===== src/rtl/tc_nc_reader_if.sv =====
// Request/result and TC RAM bus bundle for the nC reader.
// slave = reader side, master = CAVLC front-end plus the TC RAMs.
interface tc_nc_reader_if;
  logic        nc_req;
  logic [1:0]  comp;
  logic [3:0]  blk;
  logic [7:0]  mb_num_h;
  logic [7:0]  mb_num_v;
  logic        mb_start;
  logic        TC_wr_n;
  logic [5:0]  TC_A_wr_addr;
  logic [4:0]  TC_din;
  logic        TC_A_rd_n;
  logic [5:0]  TC_A_rd_addr;
  logic [4:0]  TC_A_dout;
  logic        TC_B_rd_n;
  logic [12:0] TC_B_rd_addr;
  logic [4:0]  TC_B_dout;
  logic        busy;
  logic        nc_valid;
  logic [4:0]  nc;

  modport slave (
    input  nc_req, comp, blk, mb_num_h, mb_num_v, mb_start,
    input  TC_wr_n, TC_A_wr_addr, TC_din, TC_A_dout, TC_B_dout,
    output TC_A_rd_n, TC_A_rd_addr, TC_B_rd_n, TC_B_rd_addr,
    output busy, nc_valid, nc
  );

  modport master (
    output nc_req, comp, blk, mb_num_h, mb_num_v, mb_start,
    output TC_wr_n, TC_A_wr_addr, TC_din, TC_A_dout, TC_B_dout,
    input  TC_A_rd_n, TC_A_rd_addr, TC_B_rd_n, TC_B_rd_addr,
    input  busy, nc_valid, nc
  );
endinterface


===== src/rtl/tc_nc_reader.sv =====
// Fetches TotalCoeff of the left (A) and above (B) neighbours of a 4x4 block
// and returns nC; fixed four-cycle latency from request to result strobe.
module tc_nc_reader (
  input logic           clk,
  input logic           reset_n,
  tc_nc_reader_if.slave bus
);

  typedef enum logic [2:0] {
    IDLE = 3'd0,
    RDA  = 3'd1,
    RDB  = 3'd2,
    CAP  = 3'd3,
    OUT  = 3'd4
  } state_t;

  state_t      state_r, state_s;
  logic [1:0]  comp_r, x_r, y_r;
  logic [7:0]  mbh_r, mbv_r;
  logic [4:0]  na_r;
  logic [4:0]  cur_r  [0:11];
  logic [4:0]  left_r [0:11];

  function automatic logic [5:0] comp_base(input logic [1:0] c);
    case (c)
      2'd1:    return 6'd18;
      2'd2:    return 6'd34;
      default: return 6'd0;
    endcase
  endfunction

  function automatic logic [3:0] blk_of(input logic [1:0] x, input logic [1:0] y);
    return {y[1], x[1], y[0], x[0]};
  endfunction

  logic [1:0] comp_in_s, x_in_s, y_in_s;
  logic [5:0] a_addr_in_s;

  // Decode of the request being accepted; the A strobe goes out on the accept edge
  always_comb begin
    comp_in_s   = (bus.comp == 2'd3) ? 2'd0 : bus.comp;
    x_in_s      = {bus.blk[2], bus.blk[0]};
    y_in_s      = {bus.blk[3], bus.blk[1]};
    a_addr_in_s = comp_base(comp_in_s) + {2'b00, blk_of(x_in_s - 2'd1, y_in_s)};
  end

  logic       a_avail_s, b_avail_s;
  logic [5:0] b_a_addr_s, b_low_s;
  logic [4:0] na_s, nb_s, nc_s;

  // Neighbour availability, B addresses and nC arithmetic for the latched request
  always_comb begin
    a_avail_s  = (x_r != 2'd0) || (mbh_r != 8'd0);
    b_avail_s  = (y_r != 2'd0) || (mbv_r != 8'd0);
    b_a_addr_s = comp_base(comp_r) + {2'b00, blk_of(x_r, y_r - 2'd1)};
    b_low_s    = comp_base(comp_r) + {2'b00, blk_of(x_r, 2'd3)};
    if (!a_avail_s)           na_s = 5'd0;
    else if (x_r == 2'd0)     na_s = left_r[{comp_r, y_r}];
    else                      na_s = bus.TC_A_dout;
    if (!b_avail_s)           nb_s = 5'd0;
    else if (y_r != 2'd0)     nb_s = bus.TC_A_dout;
    else                      nb_s = bus.TC_B_dout;
    if (a_avail_s && b_avail_s) nc_s = 5'(({1'b0, na_r} + {1'b0, nb_s} + 6'd1) >> 1);
    else if (a_avail_s)         nc_s = na_r;
    else if (b_avail_s)         nc_s = nb_s;
    else                        nc_s = 5'd0;
  end

  logic        a_rd_n_s, b_rd_n_s, valid_s, latch_s, cap_a_s;
  logic [5:0]  a_addr_s;
  logic [12:0] b_addr_s;

  // Next state plus next values of the registered strobes
  always_comb begin
    state_s  = state_r;
    a_rd_n_s = 1'b1;
    a_addr_s = 6'd0;
    b_rd_n_s = 1'b1;
    b_addr_s = 13'd0;
    valid_s  = 1'b0;
    latch_s  = 1'b0;
    cap_a_s  = 1'b0;
    case (state_r)
      IDLE: begin
        if (bus.nc_req) begin
          state_s = RDA;
          latch_s = 1'b1;
          if (x_in_s != 2'd0) begin
            a_rd_n_s = 1'b0;
            a_addr_s = a_addr_in_s;
          end else begin
            a_rd_n_s = 1'b1;
          end
        end else begin
          state_s = IDLE;
        end
      end
      RDA: begin
        state_s = RDB;
        if (b_avail_s && (y_r != 2'd0)) begin
          a_rd_n_s = 1'b0;
          a_addr_s = b_a_addr_s;
        end else if (b_avail_s) begin
          b_rd_n_s = 1'b0;
          b_addr_s = {mbh_r[6:0], b_low_s};
        end else begin
          b_rd_n_s = 1'b1;
        end
      end
      RDB: begin
        state_s = CAP;
        cap_a_s = 1'b1;
      end
      CAP: begin
        state_s = OUT;
        valid_s = 1'b1;
      end
      OUT:     state_s = IDLE;
      default: state_s = IDLE;
    endcase
  end

  // State, latched request, captured nA and registered outputs
  always_ff @(posedge clk or negedge reset_n) begin
    if (!reset_n) begin
      state_r          <= IDLE;
      comp_r           <= 2'd0;
      x_r              <= 2'd0;
      y_r              <= 2'd0;
      mbh_r            <= 8'd0;
      mbv_r            <= 8'd0;
      na_r             <= 5'd0;
      bus.TC_A_rd_n    <= 1'b1;
      bus.TC_A_rd_addr <= 6'd0;
      bus.TC_B_rd_n    <= 1'b1;
      bus.TC_B_rd_addr <= 13'd0;
      bus.busy         <= 1'b0;
      bus.nc_valid     <= 1'b0;
      bus.nc           <= 5'd0;
    end else begin
      state_r <= state_s;
      if (latch_s) begin
        comp_r <= comp_in_s;
        x_r    <= x_in_s;
        y_r    <= y_in_s;
        mbh_r  <= bus.mb_num_h;
        mbv_r  <= bus.mb_num_v;
      end
      if (cap_a_s) na_r <= na_s;
      bus.TC_A_rd_n    <= a_rd_n_s;
      bus.TC_A_rd_addr <= a_addr_s;
      bus.TC_B_rd_n    <= b_rd_n_s;
      bus.TC_B_rd_addr <= b_addr_s;
      bus.busy         <= (state_s != IDLE);
      bus.nc_valid     <= valid_s;
      if (valid_s) bus.nc <= nc_s;
    end
  end

  logic       snoop_hit_s;
  logic [1:0] snoop_comp_s;
  logic [3:0] snoop_blk_s, snoop_idx_s;

  // Snooped write: only right-column (x=3) blocks of a valid component are kept
  always_comb begin
    snoop_comp_s = 2'd0;
    snoop_blk_s  = 4'd0;
    snoop_hit_s  = 1'b0;
    if (bus.TC_A_wr_addr < 6'd16) begin
      snoop_blk_s = bus.TC_A_wr_addr[3:0];
      snoop_hit_s = 1'b1;
    end else if ((bus.TC_A_wr_addr >= 6'd18) && (bus.TC_A_wr_addr <= 6'd33)) begin
      snoop_comp_s = 2'd1;
      snoop_blk_s  = 4'(bus.TC_A_wr_addr - 6'd18);
      snoop_hit_s  = 1'b1;
    end else if ((bus.TC_A_wr_addr >= 6'd34) && (bus.TC_A_wr_addr <= 6'd49)) begin
      snoop_comp_s = 2'd2;
      snoop_blk_s  = 4'(bus.TC_A_wr_addr - 6'd34);
      snoop_hit_s  = 1'b1;
    end else begin
      snoop_hit_s = 1'b0;
    end
    snoop_hit_s = snoop_hit_s && !bus.TC_wr_n && snoop_blk_s[2] && snoop_blk_s[0];
    snoop_idx_s = {snoop_comp_s, snoop_blk_s[3], snoop_blk_s[1]};
  end

  // Column stores; on mb_start left takes the pre-write contents of cur
  always_ff @(posedge clk or negedge reset_n) begin
    if (!reset_n) begin
      for (int i = 0; i < 12; i++) begin
        cur_r[i]  <= 5'd0;
        left_r[i] <= 5'd0;
      end
    end else begin
      if (bus.mb_start) begin
        for (int i = 0; i < 12; i++) left_r[i] <= cur_r[i];
      end
      if (snoop_hit_s) cur_r[snoop_idx_s] <= bus.TC_din;
    end
  end

endmodule

===== src/flat_wrapper.sv =====
// flat-port wrapper written by rule: the top's interface ports become plain ports
module tc_nc_reader_flat 
  (clk, reset_n, bus_nc_req, bus_comp, bus_blk, bus_mb_num_h, bus_mb_num_v, bus_mb_start, bus_TC_wr_n, bus_TC_A_wr_addr, bus_TC_din, bus_TC_A_dout, bus_TC_B_dout, bus_TC_A_rd_n, bus_TC_A_rd_addr, bus_TC_B_rd_n, bus_TC_B_rd_addr, bus_busy, bus_nc_valid, bus_nc);
  tc_nc_reader_if bus_i ();
  input logic clk;
  input logic reset_n;
  input wire logic [$bits(bus_i.nc_req)-1:0] bus_nc_req;
  input wire logic [$bits(bus_i.comp)-1:0] bus_comp;
  input wire logic [$bits(bus_i.blk)-1:0] bus_blk;
  input wire logic [$bits(bus_i.mb_num_h)-1:0] bus_mb_num_h;
  input wire logic [$bits(bus_i.mb_num_v)-1:0] bus_mb_num_v;
  input wire logic [$bits(bus_i.mb_start)-1:0] bus_mb_start;
  input wire logic [$bits(bus_i.TC_wr_n)-1:0] bus_TC_wr_n;
  input wire logic [$bits(bus_i.TC_A_wr_addr)-1:0] bus_TC_A_wr_addr;
  input wire logic [$bits(bus_i.TC_din)-1:0] bus_TC_din;
  input wire logic [$bits(bus_i.TC_A_dout)-1:0] bus_TC_A_dout;
  input wire logic [$bits(bus_i.TC_B_dout)-1:0] bus_TC_B_dout;
  output wire logic [$bits(bus_i.TC_A_rd_n)-1:0] bus_TC_A_rd_n;
  output wire logic [$bits(bus_i.TC_A_rd_addr)-1:0] bus_TC_A_rd_addr;
  output wire logic [$bits(bus_i.TC_B_rd_n)-1:0] bus_TC_B_rd_n;
  output wire logic [$bits(bus_i.TC_B_rd_addr)-1:0] bus_TC_B_rd_addr;
  output wire logic [$bits(bus_i.busy)-1:0] bus_busy;
  output wire logic [$bits(bus_i.nc_valid)-1:0] bus_nc_valid;
  output wire logic [$bits(bus_i.nc)-1:0] bus_nc;
  assign bus_i.nc_req = bus_nc_req;
  assign bus_i.comp = bus_comp;
  assign bus_i.blk = bus_blk;
  assign bus_i.mb_num_h = bus_mb_num_h;
  assign bus_i.mb_num_v = bus_mb_num_v;
  assign bus_i.mb_start = bus_mb_start;
  assign bus_i.TC_wr_n = bus_TC_wr_n;
  assign bus_i.TC_A_wr_addr = bus_TC_A_wr_addr;
  assign bus_i.TC_din = bus_TC_din;
  assign bus_i.TC_A_dout = bus_TC_A_dout;
  assign bus_i.TC_B_dout = bus_TC_B_dout;
  assign bus_TC_A_rd_n = bus_i.TC_A_rd_n;
  assign bus_TC_A_rd_addr = bus_i.TC_A_rd_addr;
  assign bus_TC_B_rd_n = bus_i.TC_B_rd_n;
  assign bus_TC_B_rd_addr = bus_i.TC_B_rd_addr;
  assign bus_busy = bus_i.busy;
  assign bus_nc_valid = bus_i.nc_valid;
  assign bus_nc = bus_i.nc;
  tc_nc_reader u_core (.clk(clk), .reset_n(reset_n), .bus(bus_i));
endmodule

===== config.mk =====
export PLATFORM = sky130hd
export DESIGN_NAME = tc_nc_reader_flat
export DESIGN_NICKNAME = d
export VERILOG_FILES = /design/src/rtl/tc_nc_reader_if.sv /design/src/rtl/tc_nc_reader.sv /design/src/flat_wrapper.sv
export SDC_FILE = /design/constraint.sdc
export NUM_CORES = 1
export LEC_CHECK = 0
export ABC_AREA = 1
export BUFFER_PORTS_ARGS = -buffer_cell sky130_fd_sc_hd__buf_2
export CAP_MARGIN = 20
export CORE_MARGIN = 4
export CORE_UTILIZATION = 56
export DETAILED_ROUTE_END_ITERATION = 16
export PLACE_DENSITY = 0.76
export SYNTH_ARGS = -nofsm -noshare
export SYNTH_HDL_FRONTEND = slang
export SYNTH_SLANG_ARGS = --single-unit
export TNS_END_PERCENT = 5

===== constraint.sdc =====
create_clock -name clk -period 4.7 [get_ports clk]
set_input_delay 0.235 -clock clk [delete_from_list [all_inputs] [get_ports clk]]
set_output_delay 0.235 -clock clk [all_outputs]
set_load 0.01 [all_outputs]

==> reports/qor.yml <==
status: "finished clean"
finClkSkew_ns: 0.0132
cp_slowest_cell: "dfrtp_1"
final_common_cell: "nand2_1"
fp.dieArea_sq_um: 16600
vias: 6205
timing.critical_path.arrival_ns: 3.70
grt_pass1_wl_um: 30300
worstMarginPinSlew_ns: 0.934
synthCells: 879
worst-path-max-fanout: 23
maxSlewHeadroom: 0.377
ys_warn_count: 0
path_class: "flip-flop to flip-flop"
cts_setup_buffers: 0
grt.overflow.total: 0
syn_to_final_growth_pct: 14.0
synth-edff-count: 0
cts_buffer_depth: 2
p_per_area_nw_per_um2: 559
grt_max_degree: 92
critPathLaunchType: "flip-flop"
wl_per_cell_um: 16.2
yosys.cell_types.count: 42
grt_pass1_vias: 6029
yosys_most_used_dff: "dfrtp_1"
p_total_w: 0.00523
finalMaxSlewViolations: 0
async_flop_share: 1.00
clk_latency_ns: 0.43
num_antenna_cells: 0
cp_num_buf_inv: 3
grtUsageTotal: 0.236
rsz0062_at_grt: "no"
ant_nets: 0
hold_viol_final: 0
routed_wl_um: 18600
grt_busiest_layer: "met2"
cts.sinks: 178
cts-root-buf: "clkbuf_16"
antenna_found_initial: 0
numCtsBuffers: 17
cp-end-kind: "flip-flop"
h-tree-depth: 4
fp.dieH_um: 129
final.period_utilization: 0.714
syn_area_sq_um: 8200
ys_seq_area_frac: 0.543
first_iter_violations: 534
drtPass1Iterations: 5
setup_violations: 0
io_buffers: 75
fin_crit_ns: 3.35
start_util: 0.582
worstPathRequired_ns: 5.05
maxCapViolations: 0
hold_path_class: "input pin to flip-flop"
layout_common_cells: "nand2_1 (201), dfrtp_1 (176), o21ai_0 (106), inv_1 (89), buf_2 (74)"
avgViaCountPerCell: 5.40
ys_seq_elements: 178
timing.fmax_mhz: 298
crit_chain: "clkinv_1 -> ha_1 -> nand2_1 -> nand2_1 -> nand2_1 -> inv_1 -> fa_1 -> inv_1 -> a21oi_1 -> o21bai_1 -> xor2_1 -> a21oi_1 -> a21oi_1"
core_area_sq_um: 14100
syn_nets: 950
clkTransAtPathRegs_ns: 0.07
drc_errors: 0
dp_hpwl_um: 12900
crit_path_max_incr_delay_ns: 0.80
global_route.usage.met1: 0.340
use_met2: 0.357
io-pin-count: 76
core.rowCount: 43
ir_worst_vdd_v: 0.000351
gp_congestion: 0.852
die_width_um: 129
syn_area_per_cell_sq_um: 9.33
p_leak_nw: 4.72
cts_tree: "built"
fin_tns_setup_ns: 0
met3_usage: 0.0635
layout-drive-gt1-share: 0.186
crit_family: "adder cells"
nets: 1027
## worst reg2reg max path: stages (launching register included)
cell and delay [ns]:
dfrtp_1 0.80, clkinv_1 0.46, ha_1 0.39, nand2_1 0.24
nand2_1 0.11, nand2_1 0.12, inv_1 0.09, fa_1 0.42
inv_1 0.07, a21oi_1 0.05, o21bai_1 0.15, xor2_1 0.16
a21oi_1 0.08, a21oi_1 0.14
## cells in the mapped netlist, types with 3 or more instances
| master | instances | area share |
|---|---|---|
| a21oi_1 | 31 | 0.019 |
| buf_1 | 3 | 0.0014 |
| buf_6 | 3 | 0.0041 |
| clkbuf_1 | 21 | 0.0096 |
| clkinv_1 | 3 | 0.0014 |
| dfrtp_1 | 176 | 0.54 |
| ha_1 | 22 | 0.034 |
| inv_1 | 89 | 0.041 |
| inv_2 | 8 | 0.0037 |
| mux2_2 | 30 | 0.041 |
| nand2_1 | 201 | 0.092 |
| nand2_2 | 4 | 0.0031 |
| nand2_4 | 3 | 0.0041 |
| nand3_1 | 36 | 0.022 |
| nand3_2 | 6 | 0.0073 |
| nand3_4 | 5 | 0.011 |
| nand4_1 | 18 | 0.014 |
| nor2_1 | 48 | 0.022 |
| nor3_1 | 5 | 0.0031 |
| o211ai_1 | 14 | 0.013 |
| o21ai_0 | 106 | 0.065 |
| o21ai_1 | 10 | 0.0061 |
| o22ai_1 | 3 | 0.0023 |
| xor2_1 | 8 | 0.0085 |
## where the power goes
group          switching (W)  internal, W
registers           0.000257      0.00196
clock network       0.000636     0.000730
logic                0.00104     0.000605
total                0.00193      0.00330
## kinds of logic after synthesis
kind of cell / synth area share
XOR/XNOR: 0.00961
AND/OR/NAND/NOR: 0.190
AO/OA/AOI/OAI: 0.116
buffers and inverters: 0.0635
adder cells (fa/ha/maj): 0.0360
multiplexers: 0.0412
flip-flops: 0.543
## per-stage QoR
step | utilization | setup WS (ns) | hold slack, ns | instance area (sq um) | cells
4_1_cts | 0.664 | 1.41 | 0.00105 | 9350 | 1149
5_1_grt | 0.664 | 0.996 | 0.000669 | 9350 | 1149
6_report | 0.664 | 1.35 | 0.0115 | 9350 | 1149
3_5_place_dp | 0.618 | 1.44 | 0.366 | 8710 | 1110
3_3_place_gp | 0.618 | 1.51 | 0.366 | 8710 | 1110
2_1_floorplan | - | 2.27 | -0.0606 | 8200 | 879
## registers in the layout, indices dropped and copies added (netlist names)
| signal | flops |
|---|---|
| u_core.comp_r | 2 |
| u_core.state_r | 3 |
| u_core.left_r | 60 |
| u_core.bus.TC_B_rd_addr | 13 |
| u_core.bus.TC_B_rd_n | 1 |
| u_core.bus.TC_A_rd_n | 1 |
| u_core.mbh_r | 8 |
| u_core.bus.nc_valid | 1 |
| u_core.bus.TC_A_rd_addr | 6 |
| u_core.y_r | 2 |
| u_core.mbv_r | 8 |
| u_core.bus.busy | 1 |
| u_core.na_r | 5 |
| u_core.bus.nc | 5 |
| u_core.cur_r | 60 |
| u_core.x_r | 2 |
## final cells by class
cell class | instances | area (sq um)
sequential | 178 | 4460
clock buffer | 20 | 457
timing repair buffer | 87 | 489
clock inverter | 12 | 114
inverter | 101 | 387
multi-input combinational | 571 | 3230
fill | 1144 | 4740
tap | 180 | 225
## final timing paths
check                                              from                           end  slack (ns)  depth (start not counted)
setup / recovery              u_core.y_r[1]$_DFFE_PN0P_  u_core.bus.nc[3]$_DFFE_PN0P_        1.35                         13
hold / removal                          bus_mb_num_v[5]   u_core.mbv_r[5]$_DFFE_PN0P_        0.01                          3
setup reg to reg              u_core.y_r[1]$_DFFE_PN0P_  u_core.bus.nc[3]$_DFFE_PN0P_        1.35                         13
hold reg to reg            u_core.cur_r[38]$_DFFE_PN0P_  u_core.cur_r[38]$_DFFE_PN0P_        0.47                          2
max in group asynchronous                       reset_n   u_core.mbv_r[3]$_DFFE_PN0P_        3.15                          3
min in group asynchronous                       reset_n  u_core.cur_r[21]$_DFFE_PN0P_        0.46                          2
## timing repair
action,in CTS,in global routing
resized for setup,0,0
hold endpoints to repair,95,0
hold buffers,7,0
## per-layer routing
layer	vias to the layer above	part of all wire
li1	3039	-
met1	2979	0.46
met2	165	0.47
met3	22	0.058
met4	0	0.015
met5	-	0
(Power assumes the default switching activity.)
